$ cat config.mk
export PLATFORM = sky130hd
export DESIGN_NAME = main_to_cache_refill
export DESIGN_NICKNAME = d
export VERILOG_FILES = /design/src/rtl/kasumi_cache_pkg.sv /design/src/rtl/cache_sync_fifo.sv /design/src/rtl/main_to_cache_refill.sv
export SDC_FILE = /design/constraint.sdc
export NUM_CORES = 1
export LEC_CHECK = 0
export CAP_MARGIN = 20
export CORE_MARGIN = 10
export CORE_UTILIZATION = 50
export DETAILED_ROUTE_END_ITERATION = 12
export PLACE_DENSITY = 0.73
export SLEW_MARGIN = 20
export SYNTH_ARGS = -nofsm -noshare
export SYNTH_HDL_FRONTEND = slang
export SYNTH_SLANG_ARGS = --single-unit
$ cat constraint.sdc
create_clock -name clk -period 7.4 [get_ports clk]
set_input_delay 1.85 -clock clk [delete_from_list [all_inputs] [get_ports clk]]
set_output_delay 1.85 -clock clk [all_outputs]
set_load 0.03 [all_outputs]
$ cat src/rtl/kasumi_cache_pkg.sv
// Shared defaults, refill FSM state encoding and line-offset helpers for the
// main-memory-to-cache refill path.
package kasumi_cache_pkg;

  localparam int unsigned FIFO_WIDTH_DEF = 32;
  localparam int unsigned LINE_WORDS_DEF = 8;
  localparam int unsigned DEPTH_DEF      = 8;

  // Byte-offset bits inside a line: word index bits plus 2 byte-in-word bits.
  localparam int unsigned LINE_OFF_W = $clog2(LINE_WORDS_DEF) + 2;

  typedef enum logic [1:0] {
    IDLE  = 2'd0,
    ISSUE = 2'd1,
    DRAIN = 2'd2,
    DONE  = 2'd3
  } refill_state_e;

  function automatic int unsigned line_off_w(input int unsigned line_words);
    return $clog2(line_words) + 2;
  endfunction

endpackage

$ cat src/rtl/cache_sync_fifo.sv
// Single-clock FIFO holding returned refill words; exposes occupancy so the
// refill controller can budget memory requests against free space.
module cache_sync_fifo #(
  parameter int unsigned WIDTH = 32,
  parameter int unsigned DEPTH = 8
) (
  input  logic                     clk,
  input  logic                     rst_n,
  input  logic                     push,
  input  logic [WIDTH-1:0]         wr_data,
  input  logic                     pop,
  output logic [WIDTH-1:0]         rd_data,
  output logic                     full,
  output logic                     empty,
  output logic [$clog2(DEPTH):0]   count
);

  localparam int unsigned PTR_W = $clog2(DEPTH);
  localparam int unsigned CNT_W = PTR_W + 1;

  logic [WIDTH-1:0] mem [DEPTH];
  logic [PTR_W-1:0] wr_ptr;
  logic [PTR_W-1:0] rd_ptr;
  logic [CNT_W-1:0] cnt;
  logic             do_push;
  logic             do_pop;

  assign full    = (cnt == CNT_W'(DEPTH));
  assign empty   = (cnt == '0);
  assign count   = cnt;
  assign rd_data = mem[rd_ptr];

  // A push into a full buffer is dropped and leaves the write pointer alone.
  assign do_push = push && !full;
  assign do_pop  = pop && !empty;

  always_ff @(posedge clk) begin
    if (do_push) begin
      mem[wr_ptr] <= wr_data;
    end
  end

  // Pointers are exactly log2(DEPTH) bits, so they wrap modulo DEPTH.
  always_ff @(posedge clk or negedge rst_n) begin
    if (!rst_n) begin
      wr_ptr <= '0;
      rd_ptr <= '0;
      cnt    <= '0;
    end else begin
      if (do_push) wr_ptr <= wr_ptr + PTR_W'(1);
      if (do_pop)  rd_ptr <= rd_ptr + PTR_W'(1);
      unique case ({do_push, do_pop})
        2'b10:   cnt <= cnt + CNT_W'(1);
        2'b01:   cnt <= cnt - CNT_W'(1);
        default: cnt <= cnt;
      endcase
    end
  end

endmodule

$ cat src/rtl/main_to_cache_refill.sv
// Cache line refill controller: issues one word read per line word to main
// memory, buffers in-order responses, and streams them to the cache.
module main_to_cache_refill
  import kasumi_cache_pkg::*;
#(
  parameter int unsigned FIFO_WIDTH = FIFO_WIDTH_DEF,
  parameter int unsigned LINE_WORDS = LINE_WORDS_DEF,
  parameter int unsigned DEPTH      = DEPTH_DEF
) (
  input  logic                  clk,
  input  logic                  rst_n,
  input  logic                  miss_valid,
  input  logic [FIFO_WIDTH-1:0] miss_addr,
  output logic                  miss_ready,
  output logic                  mem_req_valid,
  output logic [FIFO_WIDTH-1:0] mem_req_addr,
  input  logic                  mem_req_ready,
  input  logic                  mem_resp_valid,
  input  logic [FIFO_WIDTH-1:0] mem_resp_data,
  output logic                  fill_valid,
  output logic [FIFO_WIDTH-1:0] fill_data,
  output logic [FIFO_WIDTH-1:0] fill_addr,
  input  logic                  fill_ready,
  output logic                  fill_done,
  output logic                  full,
  output logic                  empty
);

  localparam int unsigned OFF_W  = line_off_w(LINE_WORDS);
  localparam int unsigned WCNT_W = $clog2(LINE_WORDS) + 1;
  localparam int unsigned OCC_W  = $clog2(DEPTH) + 1;
  localparam logic [FIFO_WIDTH-1:0] OFF_MASK =
    FIFO_WIDTH'((64'd1 << OFF_W) - 64'd1);

  refill_state_e          state_q;
  refill_state_e          state_d;
  logic [FIFO_WIDTH-1:0]  base_q;
  logic [WCNT_W-1:0]      issued_q;
  logic [WCNT_W-1:0]      popped_q;
  logic [OCC_W-1:0]       outstanding_q;
  logic [OCC_W-1:0]       occupancy;
  logic [OCC_W:0]         credit_used;
  logic                   credit_ok;
  logic                   miss_fire;
  logic                   req_fire;
  logic                   resp_take;
  logic                   fill_fire;
  logic                   fifo_empty;

  // Requests in flight plus words already buffered may never exceed DEPTH,
  // so every response is guaranteed a slot without memory backpressure.
  assign credit_used = (OCC_W+1)'(outstanding_q) + (OCC_W+1)'(occupancy);
  assign credit_ok   = (credit_used < (OCC_W+1)'(DEPTH));

  assign miss_fire = miss_valid && miss_ready;
  assign req_fire  = mem_req_valid && mem_req_ready;
  assign resp_take = mem_resp_valid && ((state_q == ISSUE) || (state_q == DRAIN));
  assign fill_fire = fill_valid && fill_ready;

  assign fill_valid   = !fifo_empty;
  assign empty        = fifo_empty;
  assign mem_req_addr = base_q + (FIFO_WIDTH'(issued_q) << 2);
  assign fill_addr    = base_q + (FIFO_WIDTH'(popped_q) << 2);

  cache_sync_fifo #(
    .WIDTH (FIFO_WIDTH),
    .DEPTH (DEPTH)
  ) u_fifo (
    .clk     (clk),
    .rst_n   (rst_n),
    .push    (resp_take),
    .wr_data (mem_resp_data),
    .pop     (fill_fire),
    .rd_data (fill_data),
    .full    (full),
    .empty   (fifo_empty),
    .count   (occupancy)
  );

  always_ff @(posedge clk or negedge rst_n) begin
    if (!rst_n) begin
      state_q <= IDLE;
    end else begin
      state_q <= state_d;
    end
  end

  // Next-state and handshake decode.
  always_comb begin
    state_d       = state_q;
    miss_ready    = 1'b0;
    mem_req_valid = 1'b0;
    fill_done     = 1'b0;
    unique case (state_q)
      IDLE: begin
        miss_ready = 1'b1;
        if (miss_valid) state_d = ISSUE;
      end
      ISSUE: begin
        mem_req_valid = credit_ok;
        if (credit_ok && mem_req_ready && (issued_q == WCNT_W'(LINE_WORDS - 1)))
          state_d = DRAIN;
      end
      DRAIN: begin
        if (fill_fire && (popped_q == WCNT_W'(LINE_WORDS - 1)))
          state_d = DONE;
      end
      DONE: begin
        fill_done = 1'b1;
        state_d   = IDLE;
      end
      default: state_d = IDLE;
    endcase
  end

  // Line base, word counters and the in-flight request count.
  always_ff @(posedge clk or negedge rst_n) begin
    if (!rst_n) begin
      base_q        <= '0;
      issued_q      <= '0;
      popped_q      <= '0;
      outstanding_q <= '0;
    end else begin
      if (miss_fire) begin
        base_q   <= miss_addr & ~OFF_MASK;
        issued_q <= '0;
        popped_q <= '0;
      end else begin
        if (req_fire)  issued_q <= issued_q + WCNT_W'(1);
        if (fill_fire) popped_q <= popped_q + WCNT_W'(1);
      end
      unique case ({req_fire, resp_take})
        2'b10:   outstanding_q <= outstanding_q + OCC_W'(1);
        2'b01:   outstanding_q <= outstanding_q - OCC_W'(1);
        default: outstanding_q <= outstanding_q;
      endcase
    end
  end

endmodule
Yosys cells after proc, flatten, opt, wreduce, memory -nomap -nowiden
Memory sizes are Yosys's and may differ from the RTL's.
Index checks and enable logic that the tools add are counted.
Storage, ports and cells
  memories kept: 1
  RAM bits: 256
  word-level logic and storage cells: 68
  bits of input ports: 70
  register bits after elaboration: 51
  output and inout port bits: 102
Cells by class
  muxes and demuxes: 15
  magnitude comparators: 1
  add/sub/neg operators: 11
  equality and inequality tests: 13
  reduce and logical (&&, ||, !) cells: 19
Memory list
  u_fifo.mem: depth 8, width 32, rd ports 1, clocked after memory_dff 0, write ports 1, RTL line cache_sync_fifo.sv:21  | logic [WIDTH-1:0] mem [DEPTH];
Operators with widths (count)
  32-bit by 6-bit adder with 32-bit output: 2
  4-bit by 1-bit adder with 4-bit output, second input constant: 4
  4-bit two-way mux: 4
  4-bit one-hot mux with 2 select lines: 2
  1-bit logical AND: 9
  2-bit equality test, second input constant: 4
  4-bit by 3-bit equality test with 1-bit output, second input constant: 2
  2-bit one-hot mux with 4 select lines: 1
  2-bit nonzero test: 4
  4-bit by 1-bit subtractor with 4-bit output, second input constant: 2
  3-bit by 1-bit adder with 3-bit output, second input constant: 2
  2-bit by 1-bit equality test with 1-bit output, second input constant: 3
  2-bit two-way mux: 3
  4-bit by 4-bit adder with 5-bit output: 1
  5-bit by 4-bit < comparator with 1-bit output, second input constant: 1
  1-bit two-way mux: 5
  4-bit equality test, second input constant: 1
  4-bit zero test: 1
  2-bit by 1-bit != test with 1-bit output, second input constant: 2
  3-bit AND reduction: 1
  1-bit zero test: 2
  2-bit zero test: 1
  2-bit != test, second input constant: 1
  1-bit logical OR: 1

Longest topological paths before layout
Gate-level depths: netlist of run 1.
  depth in word-level cells: 6
  depth in mapped cells: 12
  gate-level depth less buffers: 12

Cells and area by module
A second synthesis of run 1 with hierarchy kept.
Unflattened totals
  cell total of the unflattened synthesis: 790
  area, all modules: 13362.8 um^2
Modules (own cells, without submodules)
  cache_sync_fifo: area each 10372.4 um^2, instances 1, cells an instance 437, seq. area each 7937.6 um^2
  main_to_cache_refill: area each 2990.4 um^2, instances 1, cells an instance 353, seq. area each 1026.0 um^2

Least setup slack after synthesis of run 1
No wires, ideal clock.
  path type: in2reg
  start: in mem_resp_valid
  end: mem u_fifo.mem[1][0], enable pin
  required time: 6.939 ns
  cell stages on the path: 4
  library setup time: 0.461 ns
  arrival: 4.744 ns
  setup slack: 2.195 ns
  path buffers: 0
  cells stage by stage: and2_1 > a21boi_1 > nand2_1 > nor3_1
On the way
  longest elaborated chain between the ends: 4
RTL lines
  start: declaration: RTL line main_to_cache_refill.sv:18  | input logic mem_resp_valid,
  1-bit logical AND: RTL line main_to_cache_refill.sv:57  | assign resp_take = mem_resp_valid && ((state_q == ISSUE) || (state_q == DRAIN));
  1-bit logical AND: RTL line cache_sync_fifo.sv:34  | assign do_push = push && !full;
  1-bit two-way mux: RTL line cache_sync_fifo.sv:38  | if (do_push) begin
  1-bit two-way mux (not written as such): RTL line cache_sync_fifo.sv:39  | mem[wr_ptr] <= wr_data;
  end: declaration: RTL line cache_sync_fifo.sv:21
No other way between the ends.

Worst setup path in the final report of run 1
  start: reg u_fifo.rd_ptr[0]
  end: out fill_data[23]
On the way
  longest elaborated chain between the ends: 1
RTL lines
  start: declaration: RTL line cache_sync_fifo.sv:23  | logic [PTR_W-1:0] rd_ptr;
  start signal: assignment: RTL line cache_sync_fifo.sv:51  | if (do_pop) rd_ptr <= rd_ptr + PTR_W'(1);
  memory 8 x 32 bit
  end: declaration: RTL line main_to_cache_refill.sv:21  | output logic [FIFO_WIDTH-1:0] fill_data,
No other way between the ends.

==> results of run 1 <==
==> cells by family after synthesis <==
kind of cell	after synthesis
simple gates	139
fa+ha+maj	22
other cells	1
flops	307
buf+inv	59
xor+xnor	68
mux	127
compound gates	18
==> cells in the mapped netlist, drive strengths merged, types with 2 or more instances <==
master,count
dfrtp,51
nand2b,5
or4,2
a21oi,4
o21ai,6
nor3,17
and2,8
mux2i,3
nand2,29
nor4,9
inv,12
ha,21
edfxtp,256
mux4,64
buf,22
xnor2,36
nor2,26
mux2,60
and4,3
nand4,9
a2111oi,2
nand3,22
nand3b,2
xor2,32
clkbuf,25
o41ai,2
==> power by group through the flow <==
stage | combinational (uW) | sequential, uW | clock, uW
2_1_floorplan | 2130 | 2350 | 0
3_3_place_gp | 2880 | 2640 | 0
3_5_place_dp | 2900 | 2650 | 0
4_1_cts | 2910 | 2620 | 1500
5_1_grt | 3070 | 2670 | 1580
6_report | 2870 | 2610 | 1470
==> per-stage QoR <==
stage                     cell area, um^2  worst slack, ns  hold slack, ns  power, uW
after global placement              15100             2.41           0.471       5520
after global routing                16100             1.67           0.504       7320
after detailed placement            15100             2.42           0.467       5550
after CTS                           16100             1.82           0.479       7040
final                               16100             1.93           0.477       6950
after floorplan                     13100             2.19           0.448       4480
==> sequential cells by signal, indices dropped and copies added (netlist names) <==
| name | flops |
|---|---|
| outstanding_q | 4 |
| popped_q | 4 |
| u_fifo.mem | 256 |
| u_fifo.count | 4 |
| base_q | 27 |
| u_fifo.wr_ptr | 3 |
| u_fifo.rd_ptr | 3 |
| state_q | 2 |
| issued_q | 4 |
==> worst min path at each step <==
stage                           from               end  depth (start not counted)
floorplan           outstanding_q[3]  outstanding_q[3]                          1
global placement    outstanding_q[3]  outstanding_q[3]                          1
detailed placement  outstanding_q[3]  outstanding_q[3]                          1
CTS                 outstanding_q[3]  outstanding_q[3]                          1
global route        outstanding_q[3]  outstanding_q[3]                          1
finish              outstanding_q[3]  outstanding_q[3]                          1
==> routing by layer <==
metal | up-vias | wire (um) | GRT usage [%]
met1 | 3529 | 11100 | 20.2
met2 | 196 | 13600 | 27.5
met4 | 0 | 472 | 3.87
li1 | 3192 | - | -
met3 | 36 | 2150 | 5.03
met5 | - | 0 | 0
==> cell type report <==
type                            count  area (um^2)
Clock buffer                       36          795
Clock inverter                     20          170
Fill cell                        1871         9860
Inverter                           12         45.0
Multi-Input combinational cell    378         3940
Sequential cell                   307         8970
Tap cell                          335          419
Timing Repair Buffer              175         1710
==> results.sh, run 1 <==
export IMPL_crit_fanout=47
export IMPL_ys_seq_elements=307
export IMPL_timing_rr_end="u_fifo.mem[0][10]"
export IMPL_yosysTopAreaCellShare_pct=58.6
export IMPL_maxCapViolations=0
export IMPL_cp_start_kind="flip-flop"
export IMPL_nNetsFinal=997
export IMPL_synthAdderAreaFrac_pct=2.16
export IMPL_min_period_ns=5.47
export IMPL_timing_fmax_mhz=183
export IMPL_cts_clk_slew_worst_paths_ns=0.06
export IMPL_die_w_um=182
export IMPL_design_core_area_mm2=0.0259
export IMPL_num_rows=59
export IMPL_yosysTopAreaCell="edfxtp_1"
export IMPL_status="complete, no violations"
export IMPL_area_growth_pct=22.4
export IMPL_syn_avg_cell_area_um2=17.7
export IMPL_p_per_area_mw_per_mm2=433
export IMPL_comb_power_share_pct=41.2
export IMPL_die_y_um=182
export IMPL_vias=6953
export IMPL_cpLargestDelayFamily="buffers and inverters"
export IMPL_netlist_area_mm2=0.0131
export IMPL_vias_per_cell=5.51
export IMPL_cp_startpoint="u_fifo.rd_ptr[0]"
export IMPL_cts_buffers=31
export IMPL_synth_xor_area_share_pct=4.54
export IMPL_yosys_area_share_simple_pct=5.51
export IMPL_slowest_stage="dfrtp_4"
export IMPL_syn_inst=741
export IMPL_antenna_left=0
export IMPL_cts_resized=0
export IMPL_leakage_uw=0.00546
export IMPL_rrSetupSlack_ns=4.07
export IMPL_clockRootBuffer="clkbuf_16"
export IMPL_setup_tns_ns=0
export IMPL_synth_seq_area_share_pct=68.4
export IMPL_fin_cells=1263
export IMPL_insertion_delay_ns=0.56
export IMPL_r2r_cells=7
export IMPL_reg2reg_from="state_q[1]"
export IMPL_post_cts_buffers=0
export IMPL_final_cell_mix="edfxtp_1 (256), clkdlybuf4s50_1 (161), mux4_2 (64)"
export IMPL_critical_path_depth=4
export IMPL_drc=0
export IMPL_finalSetupViolCount=0
export IMPL_gp_routability_congestion=0.806
export IMPL_grt_max_degree=52
export IMPL_ctsHoldBuffers=0
export IMPL_cts_sinks=307
export IMPL_port_buffers=162
export IMPL_synth_ff_type="edfxtp_1"
export IMPL_final_setup_skew_ns=0.0145
export IMPL_grt_pass1_wl_um=42900
export IMPL_grt_pass1_vias=7423
export IMPL_critical_path_buf_inv_count=2
export IMPL_yosysWarningCount=0
export IMPL_numPlacedInstances=1207
export IMPL_synth_area_mux_share_pct=16.4
export IMPL_antenna_found_initial=0
export IMPL_final_common_cell="edfxtp_1"
export IMPL_wl_per_cell_um=21.6
export IMPL_p_int_uw=4410
export IMPL_synth_top_family_by_area="multiplexers"
export IMPL_synth_edf_count=256
export IMPL_dr_pass1_iters=4
export IMPL_synthArstFlopShare_pct=16.6
export IMPL_endpoint_kind="output port"
export IMPL_required_ns=5.55
export IMPL_cp_cell_sequence="buf_4 -> mux4_2 -> mux2_2 -> clkdlybuf4s50_1"
export IMPL_postLayoutCoreUtil_pct=62.0
export IMPL_netlist_cell_type_count=47
export IMPL_initial_core_util_pct=50.6
export IMPL_switching_share_pct=36.6
export IMPL_pwr_share_clk_pct=21.2
export IMPL_worstPathArrival_ns=3.62
export IMPL_cts_tree="yes"
export IMPL_synth_compound_area_share_pct=0.945
export IMPL_wl_um=27300
export IMPL_endpoint="fill_data[23]"
export IMPL_cts_max_level=1
export IMPL_netlist_top_cells_area="edfxtp_1 (59%), mux4_2 (11%), dfrtp_1 (9.7%)"
export IMPL_io_pins=172
export IMPL_first_iter_violations=440
export IMPL_p_seq_share_pct=37.6
export IMPL_drive_above_1_share_pct=21.9
export IMPL_rsz0062_at_grt="no"
export IMPL_ir_worst_vdd_mv=0.294
export IMPL_gr_usage_all_layers_pct=16.3
export IMPL_hold_violations=0
export IMPL_crit_type="reg -> out"
export IMPL_dieArea_mm2=0.0331
export IMPL_place_hpwl_um=17300
export IMPL_tightest_slew_ns=1.01
export IMPL_hold_class="reg -> reg"
export IMPL_final_max_slew_viol_count=0
export IMPL_finalCritPeriodShare_pct=73.9
export IMPL_slew_headroom_pct=32.4
export IMPL_diodes=0
export IMPL_clockBufferDepth=3
export IMPL_power_switching_uw=2540
export IMPL_slowest_delay_ns=1.05
export IMPL_globalRoute_totalOverflow=0
Note: power is estimated with default switching activity, not from simulation.
==> run 2, diff against run 1 <==
PLACE_DENSITY = 0.76   (was 0.73)
clock period = 4.6 ns   (was 7.4 ns; I/O delays follow)
==> run 2 against run 1 <==
Sequential power is 52% higher; routed wire length rose by 2.8%; power is 60% higher; global-route usage is 0.49 points higher; worst setup slack lost 1.7 ns; flip-flop and latch count did not move; cell count increased by 0.40%.
==> results.sh, run 2 (synthesis gave the netlist of run 1 again) <==
export IMPL_status="complete, no violations"
export IMPL_slowest_delay_ns=0.70
export IMPL_final_setup_skew_ns=0.0110
export IMPL_globalRoute_totalOverflow=0
export IMPL_finalSetupViolCount=0
export IMPL_met3_usage_pct=2.82
export IMPL_critical_path_buf_inv_count=1
export IMPL_grt_pass1_vias=7427
export IMPL_ir_worst_vdd_mv=0.676
export IMPL_placed_cell_area_mm2=0.0152
export IMPL_cp_cell_sequence="ha_1 -> ha_1 -> nand3_1 -> nor4_2 -> nand3_1 -> xnor2_1 -> clkdlybuf4s50_1"
export IMPL_first_iter_violations=478
export IMPL_maxCapViolations=0
export IMPL_slowest_stage="clkdlybuf4s50_1"
export IMPL_cpLargestDelayFamily="simple AND/OR/NAND/NOR gates"
export IMPL_largest_reg_flops=256
export IMPL_hold_violations=0
export IMPL_timing_rr_end="outstanding_q[2]"
export IMPL_leakage_uw=0.00547
export IMPL_cts_clk_slew_worst_paths_ns=0.06
export IMPL_dieArea_mm2=0.0331
export IMPL_min_path_cells=1
export IMPL_r2r_cells=11
export IMPL_insertion_delay_ns=0.54
export IMPL_reg2reg_from="u_fifo.count[3]"
export IMPL_gr_usage_all_layers_pct=16.8
export IMPL_cp_start_kind="flip-flop"
export IMPL_crit_fanout=6
export IMPL_design_core_area_mm2=0.0259
export IMPL_drc=0
export IMPL_io_pins=172
export IMPL_slew_headroom_pct=54.1
export IMPL_antenna_found_initial=1
export IMPL_setup_tns_ns=0
export IMPL_wl_um=28100
export IMPL_final_common_cell="edfxtp_1"
export IMPL_finalCritPeriodShare_pct=95.6
export IMPL_gp_routability_congestion=0.848
export IMPL_grt_use_met2_pct=28.5
export IMPL_vias=7059
export IMPL_cts_resized=0
export IMPL_clockBufferDepth=3
export IMPL_use_met1_pct=22.1
export IMPL_drive_above_1_share_pct=21.8
export IMPL_dr_pass1_iters=6
export IMPL_fin_area_mm2=0.0161
export IMPL_diodes=0
export IMPL_post_cts_buffers=0
export IMPL_ctsHoldBuffers=0
export IMPL_num_rows=59
export IMPL_wl_per_cell_um=22.2
export IMPL_die_w_um=182
export IMPL_grt_pass1_wl_um=44000
export IMPL_cts_sinks=307
export IMPL_port_buffers=162
export IMPL_cts_buffers=31
export IMPL_cts_tree="yes"
export IMPL_area_growth_pct=22.9
export IMPL_rrSetupSlack_ns=1.44
export IMPL_initial_core_util_pct=50.6
export IMPL_endpoint_kind="output port"
export IMPL_cts_max_level=1
export IMPL_fin_hold_ws_ns=0.501
export IMPL_p_per_area_mw_per_mm2=692
export IMPL_required_ns=3.45
export IMPL_clockRootBuffer="clkbuf_16"
export IMPL_hold_class="reg -> reg"
export IMPL_hold_end="outstanding_q[3]"
export IMPL_min_period_ns=4.40
export IMPL_die_y_um=182
export IMPL_antenna_left=0
export IMPL_final_cell_mix="edfxtp_1 (256), clkdlybuf4s50_1 (161), mux4_2 (64)"
export IMPL_top_usage_layer="met2"
export IMPL_vias_per_cell=5.57
export IMPL_top_register="u_fifo.mem"
export IMPL_tightest_slew_ns=0.688
export IMPL_timing_fmax_mhz=227
export IMPL_nNetsFinal=1003
export IMPL_crit_type="reg -> out"
export IMPL_min_from="outstanding_q[3]"
export IMPL_grt_max_degree=67
export IMPL_top_regs="u_fifo.mem (256), base_q (27)"
export IMPL_worstPathArrival_ns=3.25
export IMPL_place_hpwl_um=17700
export IMPL_final_max_slew_viol_count=0
[run 2: metal layers]
metal / vias to the layer above / routed length [um]
met1: 3623 / 11700
met2: 188 / 14500
met5: - / 7
met4: 2 / 536
met3: 37 / 1400
li1: 3209 / -
[run 2: final cells by class]
type,instances,area [um^2]
Fill cell,1870,9790
Tap cell,335,419
Sequential cell,307,8970
Multi-Input combinational cell,378,3950
Timing Repair Buffer,181,1820
Inverter,12,45.0
Clock inverter,17,108
Clock buffer,38,802
[run 2: worst max-delay path by stage]
stage	startpoint	end	slack [ns]	cells past startpoint
after floorplan	mem_resp_valid	u_fifo.mem[1][0]	0.09	4
after global placement	issued_q[3]	mem_req_addr[25]	0.66	7
after detailed placement	issued_q[3]	mem_req_addr[25]	0.62	7
after CTS	issued_q[3]	mem_req_addr[25]	0.01	7
after global routing	popped_q[3]	fill_addr[25]	-0.001	8
final	issued_q[3]	mem_req_addr[25]	0.20	7
[run 2: report_power, final]
| group | switching [uW] | internal, uW | leakage [uW] |
|---|---|---|---|
| clock | 964 | 1280 | 0.000437 |
| combinational | 2640 | 2280 | 0.00211 |
| sequential | 459 | 3520 | 0.00292 |
| total | 4060 | 7090 | 0.00547 |
[run 2: through the flow]
step / utilization (%) / instances / setup slack (ns) / power (uW)
after floorplan: - / 744 / 0.0947 / 7210
after global placement: 58.6 / 1213 / 0.656 / 8940
after detailed placement: 58.6 / 1213 / 0.618 / 9030
after CTS: 62.2 / 1268 / 0.0138 / 11300
after global routing: 62.2 / 1268 / -0.00106 / 11700
final: 62.2 / 1268 / 0.201 / 11100
